### src/rtl/alu32_issue_pipe.sv
// alu32_issue_pipe: FIFO-buffered issue stage feeding a 32-bit ALU,
// with a registered, handshaked retire stage and an overflow counter.
//
// Ports:
//   clock, reset      - rising-edge clock, synchronous active-high reset
//   in_valid/in_ready - operation handshake (in_A, in_B, in_control)
//   out_valid/ready   - result handshake (out_result and flags)
//   ovf_count         - saturating count of overflowing results
//   busy              - work queued or a result still held

module alu32 (
    input  logic [31:0] a,
    input  logic [31:0] b,
    input  logic [2:0]  control,
    output logic [31:0] out,
    output logic        overflow,
    output logic        zero,
    output logic        negative
);
    logic [31:0] sum;
    logic [31:0] diff;

    assign sum  = a + b;
    assign diff = a - b;

    always_comb begin
        out      = '0;
        overflow = 1'b0;
        case (control)
            3'd2: begin
                out      = sum;
                overflow = (a[31] == b[31]) &&
                           (sum[31] != a[31]);
            end
            3'd3: begin
                out      = diff;
                overflow = (a[31] != b[31]) &&
                           (diff[31] != a[31]);
            end
            3'd4: out = a & b;
            3'd5: out = a | b;
            3'd6: out = ~(a | b);
            3'd7: out = a ^ b;
            default: out = '0;
        endcase
    end

    assign zero     = (out == '0);
    assign negative = out[31];
endmodule

module alu32_issue_pipe #(
    parameter int DEPTH = 2,
    parameter int CNT_W = 8
) (
    input  logic             clock,
    input  logic             reset,
    input  logic             in_valid,
    output logic             in_ready,
    input  logic [31:0]      in_A,
    input  logic [31:0]      in_B,
    input  logic [2:0]       in_control,
    output logic             out_valid,
    input  logic             out_ready,
    output logic [31:0]      out_result,
    output logic             out_overflow,
    output logic             out_zero,
    output logic             out_negative,
    output logic [CNT_W-1:0] ovf_count,
    output logic             busy
);
    localparam int AW = $clog2(DEPTH);
    localparam logic [AW:0] FULLC = DEPTH[AW:0];

    typedef struct packed {
        logic [31:0] a;
        logic [31:0] b;
        logic [2:0]  ctrl;
    } op_t;

    op_t           mem [DEPTH];
    logic [AW-1:0] wptr;
    logic [AW-1:0] rptr;
    logic [AW:0]   count;

    logic        full;
    logic        empty;
    logic        push;
    logic        load;
    op_t         head;
    logic [31:0] alu_out;
    logic        alu_ovf;
    logic        alu_zero;
    logic        alu_neg;

    assign full     = (count == FULLC);
    assign empty    = (count == '0);
    assign in_ready = !full;
    assign push     = in_valid && !full;
    // A held result frees the output stage in the same cycle it is taken.
    assign load     = !empty && (!out_valid || out_ready);
    assign head     = mem[rptr];
    assign busy     = !empty || out_valid;

    alu32 u_alu (
        .a        (head.a),
        .b        (head.b),
        .control  (head.ctrl),
        .out      (alu_out),
        .overflow (alu_ovf),
        .zero     (alu_zero),
        .negative (alu_neg)
    );

    always_ff @(posedge clock) begin
        if (push) begin
            mem[wptr] <= '{a: in_A, b: in_B, ctrl: in_control};
        end
    end

    always_ff @(posedge clock) begin
        if (reset) begin
            wptr         <= '0;
            rptr         <= '0;
            count        <= '0;
            out_valid    <= 1'b0;
            out_result   <= '0;
            out_overflow <= 1'b0;
            out_zero     <= 1'b0;
            out_negative <= 1'b0;
            ovf_count    <= '0;
        end else begin
            if (push) begin
                wptr <= wptr + 1'b1;
            end
            if (load) begin
                rptr         <= rptr + 1'b1;
                out_valid    <= 1'b1;
                out_result   <= alu_out;
                out_overflow <= alu_ovf;
                out_zero     <= alu_zero;
                out_negative <= alu_neg;
                if (alu_ovf && ovf_count != '1) begin
                    ovf_count <= ovf_count + 1'b1;
                end
            end else if (out_valid && out_ready) begin
                out_valid <= 1'b0;
            end
            if (push && !load) begin
                count <= count + 1'b1;
            end else if (!push && load) begin
                count <= count - 1'b1;
            end
        end
    end
endmodule

### config.mk
export PLATFORM = sky130hd
export DESIGN_NAME = alu32_issue_pipe
export DESIGN_NICKNAME = d
export VERILOG_FILES = /design/src/rtl/alu32_issue_pipe.sv
export SDC_FILE = /design/constraint.sdc
export NUM_CORES = 1
export LEC_CHECK = 0
export BUFFER_PORTS_ARGS = -buffer_cell sky130_fd_sc_hd__buf_2
export CELL_PAD_IN_SITES_DETAIL_PLACEMENT = 0
export CELL_PAD_IN_SITES_GLOBAL_PLACEMENT = 1
export CORE_MARGIN = 4
export CORE_UTILIZATION = 30
export CTS_CLUSTER_DIAMETER = 100
export DETAILED_ROUTE_END_ITERATION = 8
export HOLD_SLACK_MARGIN = 0.12
export MAX_ROUTING_LAYER = met4
export PLACE_DENSITY = 0.55
export RECOVER_POWER = 50
export SLEW_MARGIN = 20
export SYNTH_ARGS = -nofsm -noshare
export SYNTH_HDL_FRONTEND = slang
export SYNTH_SLANG_ARGS = --single-unit
export TNS_END_PERCENT = 100
### constraint.sdc
create_clock -name clock -period 4.8 [get_ports clock]
set_input_delay 0.48 -clock clock [delete_from_list [all_inputs] [get_ports clock]]
set_output_delay 0.48 -clock clock [all_outputs]
set_load 0.05 [all_outputs]
# Yosys cells after proc, flatten, opt, wreduce, memory -nomap -nowiden
# Memories as Yosys holds them, arrays and structs flattened. A register that Yosys moved wholly into a read port is not among the register bits.
# Index checks and enable logic that the tools add are counted.
[classes]
addsub = 7
mul = 0
n_div = 0
order_cmp = 0
eq_ne = 12
shift = 0
muxes = 10
bitwise = 4
reduce_logical = 20
[op_table]
columns = ["operator", "n"]
rows = [
  ["32-bit one-hot mux with 6 select lines", 1],
  ["32-bit adder", 1],
  ["32-bit AND", 1],
  ["32-bit logical NOT", 1],
  ["32-bit NOT", 1],
  ["32-bit OR", 1],
  ["32-bit subtractor", 1],
  ["32-bit bitwise XOR", 1],
  ["3-bit equality test (second input constant)", 4],
  ["8-bit by 1-bit adder with 8-bit output (second input constant)", 1],
  ["1-bit logical AND", 8],
  ["8-bit inequality test (second input constant)", 1],
  ["3-bit by 2-bit equality test with 1-bit output (second input constant)", 2],
  ["1-bit 2-to-1 mux", 6],
  ["1-bit logical NOT", 5],
  ["2-bit 2-to-1 mux", 2],
  ["2-bit nonzero test", 2],
  ["1-bit inequality test", 3],
  ["1-bit adder (second input constant)", 2],
  ["2-bit by 1-bit adder with 2-bit output (second input constant)", 1],
  ["2-bit equality test (second input constant)", 1],
  ["2-bit logical NOT", 1],
  ["1-bit logical OR", 2],
  ["1-bit one-hot mux with 2 select lines", 1],
  ["other kinds (3)", 3],
]
[totals]
ff_bits = 48
latchBits = 0
mem_bits_rw = 134
rom_bits = 0
elab_cells = 63
memories = 1
[mem_list]
columns = ["name", "words", "width", "rd", "rd_clocked_by_memory_dff", "write_ports", "line_no", "text"]
rows = [
  ["mem", 2, 67, 1, 1, 1, "81", "op_t mem [DEPTH];"],
]

# Longest topological paths before layout
# Gate-level depths: netlist of the first run.
[logic_depth]
depth_word = 7
depth_mapped = 20

# Hierarchy
# A second synthesis of the first run with hierarchy kept.
[hier_totals]
hier_cells = 1372
hier_area_um2 = 12762.2
[by_module_without_submodules]
columns = ["module", "n_inst", "cells_each", "area_each_um2", "seq_area_each_um2"]
rows = [
  ["alu32_issue_pipe", 1, 439, 6705.2, 5004.8],
  ["alu32", 1, 933, 6057.1, 0.0],
]

# Worst setup path before layout of the first run
# Ideal clock, no wire load.
[synth_timing]
path_type = "flip-flop to flip-flop"
from = "register with a tool-made name"
to = "register out_zero"
arrival_time_ps = 4965
path_slack_ps = -253
path_stages_with_launch = 21
n_path_buf = 4
synth_period_minus_slack_ps = 5053
cell_sequence = "dfxtp_1 buf_2 buf_2 buf_1 clkbuf_1 mux2i_1 inv_1 ha_1 inv_1 fa_1 nand2b_2 a21oi_2 nor4_4 or3_4 or3_1 a41oi_1 o211ai_1 nor4_1 nand4_1 or4_1 o32ai_2"
[synth_lines]
columns = ["element", "line_no", "text"]
rows = [
  ["to (signal assigned)", "141", "out_zero <= alu_zero;"],
  ["to (decl)", "67", "output logic out_zero,"],
]

==> key figures, run 1 <==
Yosys
  – Synth Area in Adders: 0.107
  – Cell variety after synth: 83
  – Flops & latches, synth: 182
  – Ys Warns: 0
  – Post-Synthesis Cells: 1377
  – Combinational family with the most area after synthesis: compound AO/OA/AOI/OAI gates
  – Mux contribution to synthesized area: 0.0671
  – Average size of a mapped cell: 9.21 um2
  – Synth Area in Compound Gates: 0.213
  – Post-synth top area cell: edfxtp_1
  – Synth Area in Simple Gates: 0.151
  – Seq/Total Area, Yosys: 0.393
  – Yosys top cell area share: 0.317
  – Synth area leaders: edfxtp_1, ha_1, dfxtp_1
  – Xor/xnor cell area share of the yosys netlist: 0.0131
  – Synthesized Nets: between 1500 and 2000
  – Syn Std Cell Area: ~13000 um2
  – Post-synth EDFFs: around 130
  – Post-synth top flop: edfxtp_1
  – Asr flop ratio synth: 0

Critical path
  – WP data required: ~5.2 ns
  – Crit Path Max Fanout: 29
  – Critical-path cell list: buf_4 -> mux2i_1 -> ha_1 -> buf_4 -> nor4_1 -> o311ai_4 -> nand3_1 -> a41oi_1 -> a211o_1 -> nand4b_1 -> o211ai_1 -> or4_1 -> o32ai_2
  – WS Path Type: reg2reg
  – Largest stage delay, worst path: 0.58 ns
  – Most frequent CP cell: buf_4
  – Setup crit start kind: flip-flop
  – Delay-heaviest family, CP: simple AND/OR/NAND/NOR gates
  – CP endpoint kind: flip-flop
  – CP Buf/Inv Count: 2
  – Critical path data arrival time: approximately 5 ns
  – Worst path slowest cell: or4_1

Layout
  – Reg area: 4990 um2
  – Commonest non-fill, non-tap cell in the layout: nor2_1
  – Most frequent cells in the layout: nor2_1, edfxtp_1, a21oi_1
  – Layout fillers: between 4000 and 5000
  – N_diodes: 0
  – Share of cells above drive strength 1: 0.132
  – Area Growth Syn to Fin: 15.9%
  – Area occupied by multi-input gates: 7110 um2
  – Nets: around 1700

Route
  – 1st-iter DRT viols: just under 800
  – Final WL: between 40000 and 50000 um
  – Drt pass-1 iters: 6
  – Vias/cell: between 5 and 6
  – WL/cell: approximately 21 um
  – Final ANT Viol Nets: 0
  – DRC violations left: 0
  – Vias post-DR: about 11000

Power and ir drop
  – Clock share of power: 0.123
  – Seq pwr share: 0.195
  – Combinational Power Share: 0.682
  – Pwr dens: between 700 and 800 nW/um2
  – Int Pwr: 5390 uW
  – Tot Pwr: approximately 11000 uW
  – Peak supply drop: ~0.27 mV
  – Leakage: ~0.0057 uW
  – Net switching power: 5990 uW
  – Switching Fraction: 0.526

STA
  – Final worst-path cycle share: 0.942
  – FMAX: ~220 MHz
  – Final min period: 4.52 ns
  – Slew HR: -0.175
  – Worst setup margin: between 0.2 and 0.3 ns
  – RSZ-0062 raised after global routing: yes
  – Clk_skew: ~0.015 ns
  – Final Hold Fails: 0
  – Worst-margin pin slew: 1.76 ns
  – Setup Viol. Count Final: 0
  – Max-slew violations: 32

Global route
  – Overall global routing resource usage: 0.192
  – Global-route wire length before repair: about 64000 um
  – Largest net degree at the start of global routing: slightly below 70
  – Initial antenna violation count: 0
  – Gr ovfl total: 0
  – Vias in the first global route: 10529

Hold path
  – Min-Delay Path Class: in2reg

Floorplan
  – Row cnt: 75
  – Die Y: between 200 and 250 um
  – Initial Util: 0.303
  – Die area: 45600 um2
  – Top-Level Pins: 117
  – Die X: 214 um
  – Core area: 41900 um2

Clock tree
  – CTS clk-pin slew, worst paths: ~0.070 ns
  – CTS Hold Bufs: 0
  – CTS max path bufs: 2
  – CTS tree: built
  – CTS sink cnt: between 150 and 200
  – Root Buffer: clkbuf_16
  – Clock latency on the worst-skew pair: approximately 0.5 ns
  – Num CTS Buffers: 17
  – Max H-tree Level: 4

Place
  – GP Congestion: just over 0.9
  – Buffers added on ports: about 120
  – Post-detail-place hpwl: 32500 um
  – DP Worst Slack: -0.000120 ns

Status
  – Failing checks: capacitance limit, slew limit
  – Outcome: finished with violations

Flow run
  – Max cap viols: 1
power groups by stage:
stage               registers (uW)  logic [uW]  clock network, uW
global placement              2250        7670                  0
detailed placement            2250        7640                  0
finish                        2220        7760               1400
CTS                           2220        7670               1460
floorplan                     2650        4830                  0
global route                  2250        8460               1520
registers in the layout, summed over array words and instances (netlist names), named ones only:
register,cells
wptr,1
ovf_count,8
out_overflow,1
out_zero,1
count,2
rptr,1
mem,134
out_result,32
out_valid,1
metrics by stage:
step / TNS [ns] / hold slack [ns] / utilization / instances / cell area [um2]
floorplan: 0 / 0.481 / - / 1377 / 12700
global placement: 0 / 0.462 / 0.336 / 2009 / 14100
detailed placement: -0.000120 / 0.463 / 0.336 / 2009 / 14100
CTS: 0 / 0.122 / 0.350 / 2041 / 14700
global route: -0.00502 / 0.141 / 0.351 / 2043 / 14700
finish: 0 / 0.174 / 0.351 / 2043 / 14700
metal layers:
layer | share of wire | global-route usage
met2 | 0.43 | 0.277
met5 | 0 | -
met4 | 0.021 | 0.0607
met3 | 0.058 | 0.0423
met1 | 0.49 | 0.271
worst paths after layout:
| kind | startpoint | to | slack (ns) | depth (start not counted) |
|---|---|---|---|---|
| setup / recovery | flip-flop | out_zero | 0.28 | 13 |
| hold / removal | in_B[4] | mem[1][7] | 0.17 | 1 |
| setup reg to reg | flip-flop | out_zero | 0.28 | 13 |
| hold reg to reg | out_result[11] | out_result[11] | 0.47 | 2 |
repair_timing:
item / in CTS / in global routing
setup buffers: 0 / 1
resized for setup: 1 / 13
pin swaps: 0 / 1
endpoints found under the setup margin: 1 / 3
synthesized netlist by cell type, drive strengths merged, types with 6 or more instances:
master   number
o311ai        7
a21oi       120
a211o         7
nand3        29
nand2       104
edfxtp      134
nor4         15
nor3         44
nand2b        8
a211oi       29
and2          6
mux2i        79
o31a          7
o211ai       25
a221oi       14
buf          40
inv          97
o31ai        14
xnor2        11
nand4        14
ha          105
nor2b        13
o21bai        9
a2111oi       6
nor2        146
xor2          8
o21a          6
clkbuf       38
o221ai        6
o21ai        68
a21o         11
or3          12
a221o         6
dfxtp        48
a31oi        16
worst reg2reg max path: stages, from the launching register on:
cell and delay, ns:
dfxtp_4 0.41, buf_4 0.46, mux2i_1 0.43, ha_1 0.31, buf_4 0.19, nor4_1 0.54, o311ai_4 0.23, nand3_1 0.20
a41oi_1 0.22, a211o_1 0.36, nand4b_1 0.11, o211ai_1 0.15, or4_1 0.58, o32ai_2 0.25
area by class of cell:
class / instances / share of cell area
clock buffers: 23 / 0.0347
clock inverters: 9 / 0.00511
flip-flops and latches: 182 / 0.339
inverters: 98 / 0.0250
repair buffers: 173 / 0.0660
well taps: 539 / 0.0459
multi-input cells: 1019 / 0.484
cells by family (layout without fill, tap and decap cells):
logic type               after synthesis  after routing
AO/OA/AOI/OAI                        397            397
XOR/XNOR                              19             19
adder cells (fa/ha/maj)              107            107
buffers and inverters                176            303
flip-flops                           182            182
multiplexers                          84             84
AND/OR/NAND/NOR                      412            412
No activity file was read; power rests on OpenSTA's default activity.
==> run 2, diff against run 1 <==
PLACE_DENSITY = 0.57   (was 0.55)
==> run 2 against run 1 <==
Cell count grew 0.44%. Critical path depth is 4 higher. Critical path type unchanged. Highest routed layer unchanged. Total power is 1.0% higher. Via count increased by 0.30%. Routed wire length fell by 1.4%. Global-route usage decreased by 0.39 points. Worst setup slack lost 0.0042 ns. Maximum frequency about the same. The flow still finishes with violations (capacitance limit, slew limit). Non-clock buffer count rose by 9.
==> key figures, run 2 (synthesized netlist as in run 1, its figures left out) <==
Layout
  – Share of cells above drive strength 1: 0.116 (-0.0153)
  – N_diodes: 0 (unchanged)
  – Final Util: 0.353 (+0.00218)
  – Layout fillers: 4360 (-0.39%)
  – Area Growth Syn to Fin: 16.7%
  – Reg with most FFs: mem
  – Most frequent cells in the layout: nor2_1, edfxtp_1, a21oi_1
  – Top Registers: mem x134, out_result x32, ovf_count x8
  – Commonest non-fill, non-tap cell in the layout: nor2_1
  – Nets: 1678 (+0.54%)
  – Number of flip-flops in the largest register: 134 (unchanged)

Power and ir drop
  – Clock share of power: 0.122 (about the same)
  – Combinational Power Share: 0.684 (+0.002)
  – Pwr dens: 778 nW/um2 (+0.39%)
  – Seq pwr share: 0.194 (about the same)
  – Peak supply drop: 0.305 mV (+12%)
  – Int Pwr: 5500 uW (+1.9%)
  – Leakage: 0.00562 uW (-1.6%)
  – Net switching power: 6000 uW (+0.24%)
  – Switching Fraction: 0.522 (-0.00405)

Floorplan
  – Core area: 41900 um2 (unchanged)
  – Initial Util: 0.303 (unchanged)
  – Row cnt: 75 (unchanged)
  – Die area: 45600 um2 (unchanged)
  – Die X: 214 um (unchanged)
  – Die Y: 214 um (unchanged)
  – Top-Level Pins: 117 (unchanged)

Clock tree
  – Max H-tree Level: 4 (unchanged)
  – Clock latency on the worst-skew pair: 0.47 ns (-0.02 ns)
  – Num CTS Buffers: 17 (unchanged)
  – Root Buffer: clkbuf_16
  – CTS tree: built
  – CTS clk-pin slew, worst paths: 0.07 ns (about the same)
  – CTS sink cnt: 182 (unchanged)
  – CTS max path bufs: 2 (unchanged)
  – CTS Hold Bufs: 0 (unchanged)

Global route
  – Largest net degree at the start of global routing: 68 (unchanged)
  – Overall global routing resource usage: 0.189 (-0.00393)
  – M1 GR Usage: 0.263 (-0.00790)
  – Met2 Use GR: 0.278 (+0.00109)
  – Global-route wire length before repair: 63500 um (-1.1%)
  – Initial antenna violation count: 0 (unchanged)
  – Met3 Usage GRT: 0.0344 (-0.00790)
  – Gr ovfl total: 0 (unchanged)
  – Top Usage Layer GRT: met2
  – Vias in the first global route: 10523 (-0.057%)

Route
  – 1st-iter DRT viols: 882 (+13%)
  – Vias/cell: 5.36 (-0.14%)
  – Final WL: 42200 um (-1.4%)
  – Final ANT Viol Nets: 0 (unchanged)
  – Vias post-DR: 11007 (+0.30%)
  – WL/cell: 20.5 um (-1.9%)
  – DRC violations left: 0 (unchanged)
  – Drt pass-1 iters: 7 (+1)

STA
  – Slew HR: -0.469 (-0.294)
  – RSZ-0062 raised after global routing: no
  – Worst-margin pin slew: 2.20 ns (+0.441 ns)
  – Clk_skew: 0.0150 ns (-0.0000317 ns)
  – Worst setup margin: 0.274 ns (-0.00421 ns)
  – Final min period: 4.53 ns (+0.00421 ns)
  – Max-slew violations: 44 (+38%)
  – Hold_ws: 0.192 ns (+0.0181 ns)
  – Final worst-path cycle share: 0.943 (about the same)
  – FMAX: 221 MHz (about the same)
  – Setup TNS: 0 ns (unchanged)
  – Setup Viol. Count Final: 0 (unchanged)
  – Final Hold Fails: 0 (unchanged)

Critical path
  – Critical-path cell list: buf_12 -> buf_12 -> mux2i_1 -> ha_1 -> buf_4 -> nor4_1 -> buf_4 -> nand2_1 -> a31oi_2 -> o311ai_2 -> nand3_1 -> a41oi_1 -> a211o_1 -> nand4b_1 -> o211ai_1 -> or4_1 -> o32ai_2
  – Critical path data arrival time: 4.91 ns (-0.02 ns)
  – WS Path Type: reg2reg
  – Largest stage delay, worst path: 0.59 ns (about the same)
  – Delay-heaviest family, CP: compound AO/OA/AOI/OAI gates
  – WP data required: 5.19 ns (-0.02 ns)
  – Crit Path Max Fanout: 16 (-45%)
  – CP endpoint kind: flip-flop
  – CP Buf/Inv Count: 4 (+2)
  – Setup crit start kind: flip-flop
  – Worst path slowest cell: or4_1

Place
  – DP Worst Slack: 0.139 ns (+0.139 ns)
  – GP Congestion: 0.912 (-1.3%)
  – Buffers added on ports: 116 (unchanged)
  – Post-detail-place hpwl: 32000 um (-1.4%)

Status
  – Outcome: finished with violations
  – Failing checks: capacitance limit, slew limit

Hold path
  – Min-Delay Path Class: in2reg

Flow run
  – Max cap viols: 1 (unchanged)
## run 2: layout make-up
type | count | area (um2) | area share
inverter | 98 | 368 | 0.0249
timing repair buffer | 182 | 1000 | 0.0676
multi-input combinational | 1019 | 7170 | 0.485
sequential | 182 | 4990 | 0.337
tap | 539 | 674 | 0.0456
clock inverter | 11 | 113 | 0.00761
clock buffer | 21 | 473 | 0.0320
## run 2: routing by layer
metal / vias to the layer above / routed length [um]
met5: - / 0
met4: 0 / 1000
met3: 48 / 2110
met2: 316 / 18500
met1: 5303 / 20600
li1: 5340 / -
## run 2: metrics by stage
stage / total power (uW) / cell area (um2) / std cells
global placement: 9920 / 14200 / 2019
floorplan: 7480 / 12700 / 1377
finish: 11500 / 14800 / 2052
detailed placement: 9950 / 14200 / 2019
CTS: 11400 / 14800 / 2051
global route: 12300 / 14800 / 2052
## run 2: repair_timing
action                     CTS  global route
setup endpoints to repair    0             9
setup buffers                0             1
gates resized for setup      0            26
## run 2: path summary, 6_finish.rpt
kind	start	endpoint	slack [ns]	cells after the start
worst max-delay path	flip-flop	out_zero	0.27	17
worst min-delay path	in_B[31]	mem[1][34]	0.19	1
worst max register to register	flip-flop	out_zero	0.27	17
worst min register to register	out_result[17]	out_result[17]	0.48	2
## run 2: power groups by stage
stage          clock network (uW)  registers [uW]  logic (uW)
6_report                     1400            2230        7870
5_1_grt                      1510            2260        8570
4_1_cts                      1450            2220        7730
3_5_place_dp                    0            2260        7690
3_3_place_gp                    0            2260        7660
2_1_floorplan                   0            2650        4830
==> run 3, diff against run 2 <==
==> constraint.sdc (replaced) <==
create_clock -name clock -period 4.8 [get_ports clock]
set_input_delay 0.96 -clock clock [delete_from_list [all_inputs] [get_ports clock]]
set_output_delay 0.96 -clock clock [all_outputs]
set_load 0.05 [all_outputs]
==> run 3 against run 2 <==
The run still ends with capacitance limit, slew limit left. Sequential share of layout area increased by 0.071 points. Largest power group unchanged. Critical endpoint unchanged. Clock skew grew 0.020 ns. Global-route usage up 0.16 points. Critical path depth shrank 3. Non-clock buffer count is 6 lower. Hold slack improved by 0.26 ns. Critical path type unchanged.
==> key figures, run 3 (synthesized netlist as in run 1, its figures left out) <==
Critical path
  – WS Path Type: reg2reg
  – Critical path data arrival time: 4.96 ns (+0.05 ns)
  – CP endpoint kind: flip-flop
  – Setup crit start kind: flip-flop
  – Worst reg2reg path depth: 14 (-3)
  – Crit Path Max Fanout: 29 (+13)
  – WP data required: 5.20 ns (about the same)

Layout
  – Final Util: 0.353 (-0.000747)
  – Nets: 1672 (-0.36%)
  – Area Growth Syn to Fin: 16.4%
  – Area occupied by multi-input gates: 7150 um2 (-0.37%)
  – Reg area: 4990 um2 (unchanged)
  – Most frequent cells in the layout: nor2_1, edfxtp_1, a21oi_1
  – Reg with most FFs: mem
  – Commonest non-fill, non-tap cell in the layout: nor2_1
  – Final instance area: 14800 um2 (-0.21%)
  – Number of flip-flops in the largest register: 134 (unchanged)
  – N_diodes: 0 (unchanged)
  – Top Registers: mem x134, out_result x32, ovf_count x8
  – Share of cells above drive strength 1: 0.142 (+0.0257)
  – Layout fillers: 4328 (-0.73%)

Place
  – Post-detail-place hpwl: 32000 um (-0.21%)
  – Post-Place Cell Area: 14200 um2 (-0.19%)
  – GP Congestion: 0.942 (+3.3%)
  – Buffers added on ports: 116 (unchanged)

Power and ir drop
  – Peak supply drop: 0.230 mV (-25%)
  – Switching Fraction: 0.525 (+0.00337)
  – Seq pwr share: 0.195 (about the same)
  – Tot Pwr: 11400 uW (-0.74%)
  – Pwr dens: 773 nW/um2 (-0.53%)
  – Combinational Power Share: 0.688 (+0.004)
  – Net switching power: 6000 uW (-0.10%)
  – Int Pwr: 5420 uW (-1.4%)
  – Leakage: 0.00572 uW (+1.8%)
  – Clock share of power: 0.118 (-0.004)

Floorplan
  – Die area: 45600 um2 (unchanged)
  – Die X: 214 um (unchanged)
  – Top-Level Pins: 117 (unchanged)
  – Die Y: 214 um (unchanged)
  – Initial Util: 0.303 (unchanged)
  – Core area: 41900 um2 (unchanged)
  – Row cnt: 75 (unchanged)

STA
  – Final min period: 4.55 ns (+0.0254 ns)
  – Hold_ws: 0.457 ns (+0.265 ns)
  – Slew HR: -0.196 (+0.273)
  – Setup TNS: 0 ns (unchanged)
  – Clk_skew: 0.0353 ns (+0.0203 ns)
  – Max-slew violations: 34 (-23%)
  – Final worst-path cycle share: 0.948 (+0.00529)
  – Final Hold Fails: 0 (unchanged)
  – FMAX: 220 MHz (-0.56%)
  – Worst-margin pin slew: 1.79 ns (-0.409 ns)
  – Setup Viol. Count Final: 0 (unchanged)

Route
  – Vias post-DR: 10985 (-0.20%)
  – WL/cell: 20.6 um (+0.39%)
  – Final ANT Viol Nets: 0 (unchanged)
  – 1st-iter DRT viols: 1006 (+14%)
  – Vias/cell: 5.37 (about the same)
  – Final WL: 42200 um (about the same)
  – Drt pass-1 iters: 6 (-1)
  – DRC violations left: 0 (unchanged)

Hold path
  – Min-Delay Path Class: reg2reg
  – Hold Crit Depth: 2 (+1)
  – Hold path start: out_result[29]

Clock tree
  – CTS Hold Bufs: 0 (unchanged)
  – Num CTS Buffers: 17 (unchanged)
  – CTS tree: built
  – Max H-tree Level: 4 (unchanged)
  – CTS clk-pin slew, worst paths: 0.08 ns (about the same)
  – Clock latency on the worst-skew pair: 0.49 ns (+0.02 ns)
  – CTS max path bufs: 2 (unchanged)
  – CTS sink cnt: 182 (unchanged)
  – Root Buffer: clkbuf_16

Global route
  – Initial antenna violation count: 0 (unchanged)
  – Overall global routing resource usage: 0.190 (+0.00159)
  – Largest net degree at the start of global routing: 68 (unchanged)
  – Vias in the first global route: 10563 (+0.38%)
  – Global-route wire length before repair: 64300 um (+1.4%)
  – Gr ovfl total: 0 (unchanged)

Flow run
  – Max cap viols: 1 (unchanged)

Status
  – Failing checks: capacitance limit, slew limit
  – Outcome: finished with violations
run 3: final timing paths:
kind,slack [ns],endpoint
min,0.46,out_result[29]
min reg2reg,0.46,out_result[29]
max,0.25,out_zero
max reg2reg,0.25,out_zero
run 3: critical path: stages (launching register included):
cell,delay [ns]
dfxtp_4,0.48
buf_4,0.49
mux2i_1,0.38
ha_1,0.30
inv_1,0.17
a21oi_1,0.10
o31ai_1,0.38
a221oi_1,0.15
o31ai_1,0.38
a41oi_1,0.13
a211o_1,0.36
nand4b_1,0.10
o211ai_1,0.16
or4_1,0.60
o32ai_2,0.26
run 3: layout make-up:
| class | count | share of cell area |
|---|---|---|
| multi-input cells | 1019 | 0.484 |
| flip-flops and latches | 182 | 0.338 |
| repair buffers | 176 | 0.0696 |
| well taps | 539 | 0.0457 |
| clock buffers | 18 | 0.0298 |
| inverters | 98 | 0.0249 |
| clock inverters | 14 | 0.00771 |
run 3: what timing repair did:
item,in CTS,in global routing
gates resized for setup,0,27
buffers inserted,0,2
setup endpoints to repair,0,4
run 3: power by group through the flow:
stage | clock [uW] | sequential (uW) | combinational, uW
after CTS | 1390 | 2220 | 7700
after detailed placement | 0 | 2250 | 7680
final | 1340 | 2220 | 7850
after floorplan | 0 | 2650 | 4830
after global routing | 1460 | 2260 | 8580
after global placement | 0 | 2250 | 7660
run 3: metrics by stage:
step	setup WS, ns	std cells
after global routing	-0.0144	2046
after floorplan	0.104	1377
final	0.248	2046
after global placement	0.243	2012
after detailed placement	0.126	2012
after CTS	0.0943	2044
run 3: per-layer routing:
layer,track usage,routed length (um),vias to the layer above
li1,-,-,5330
met1,0.268,20800,5331
met2,0.284,18900,286
met3,0.0325,1820,38
met4,0.0499,697,0
met5,-,0,-
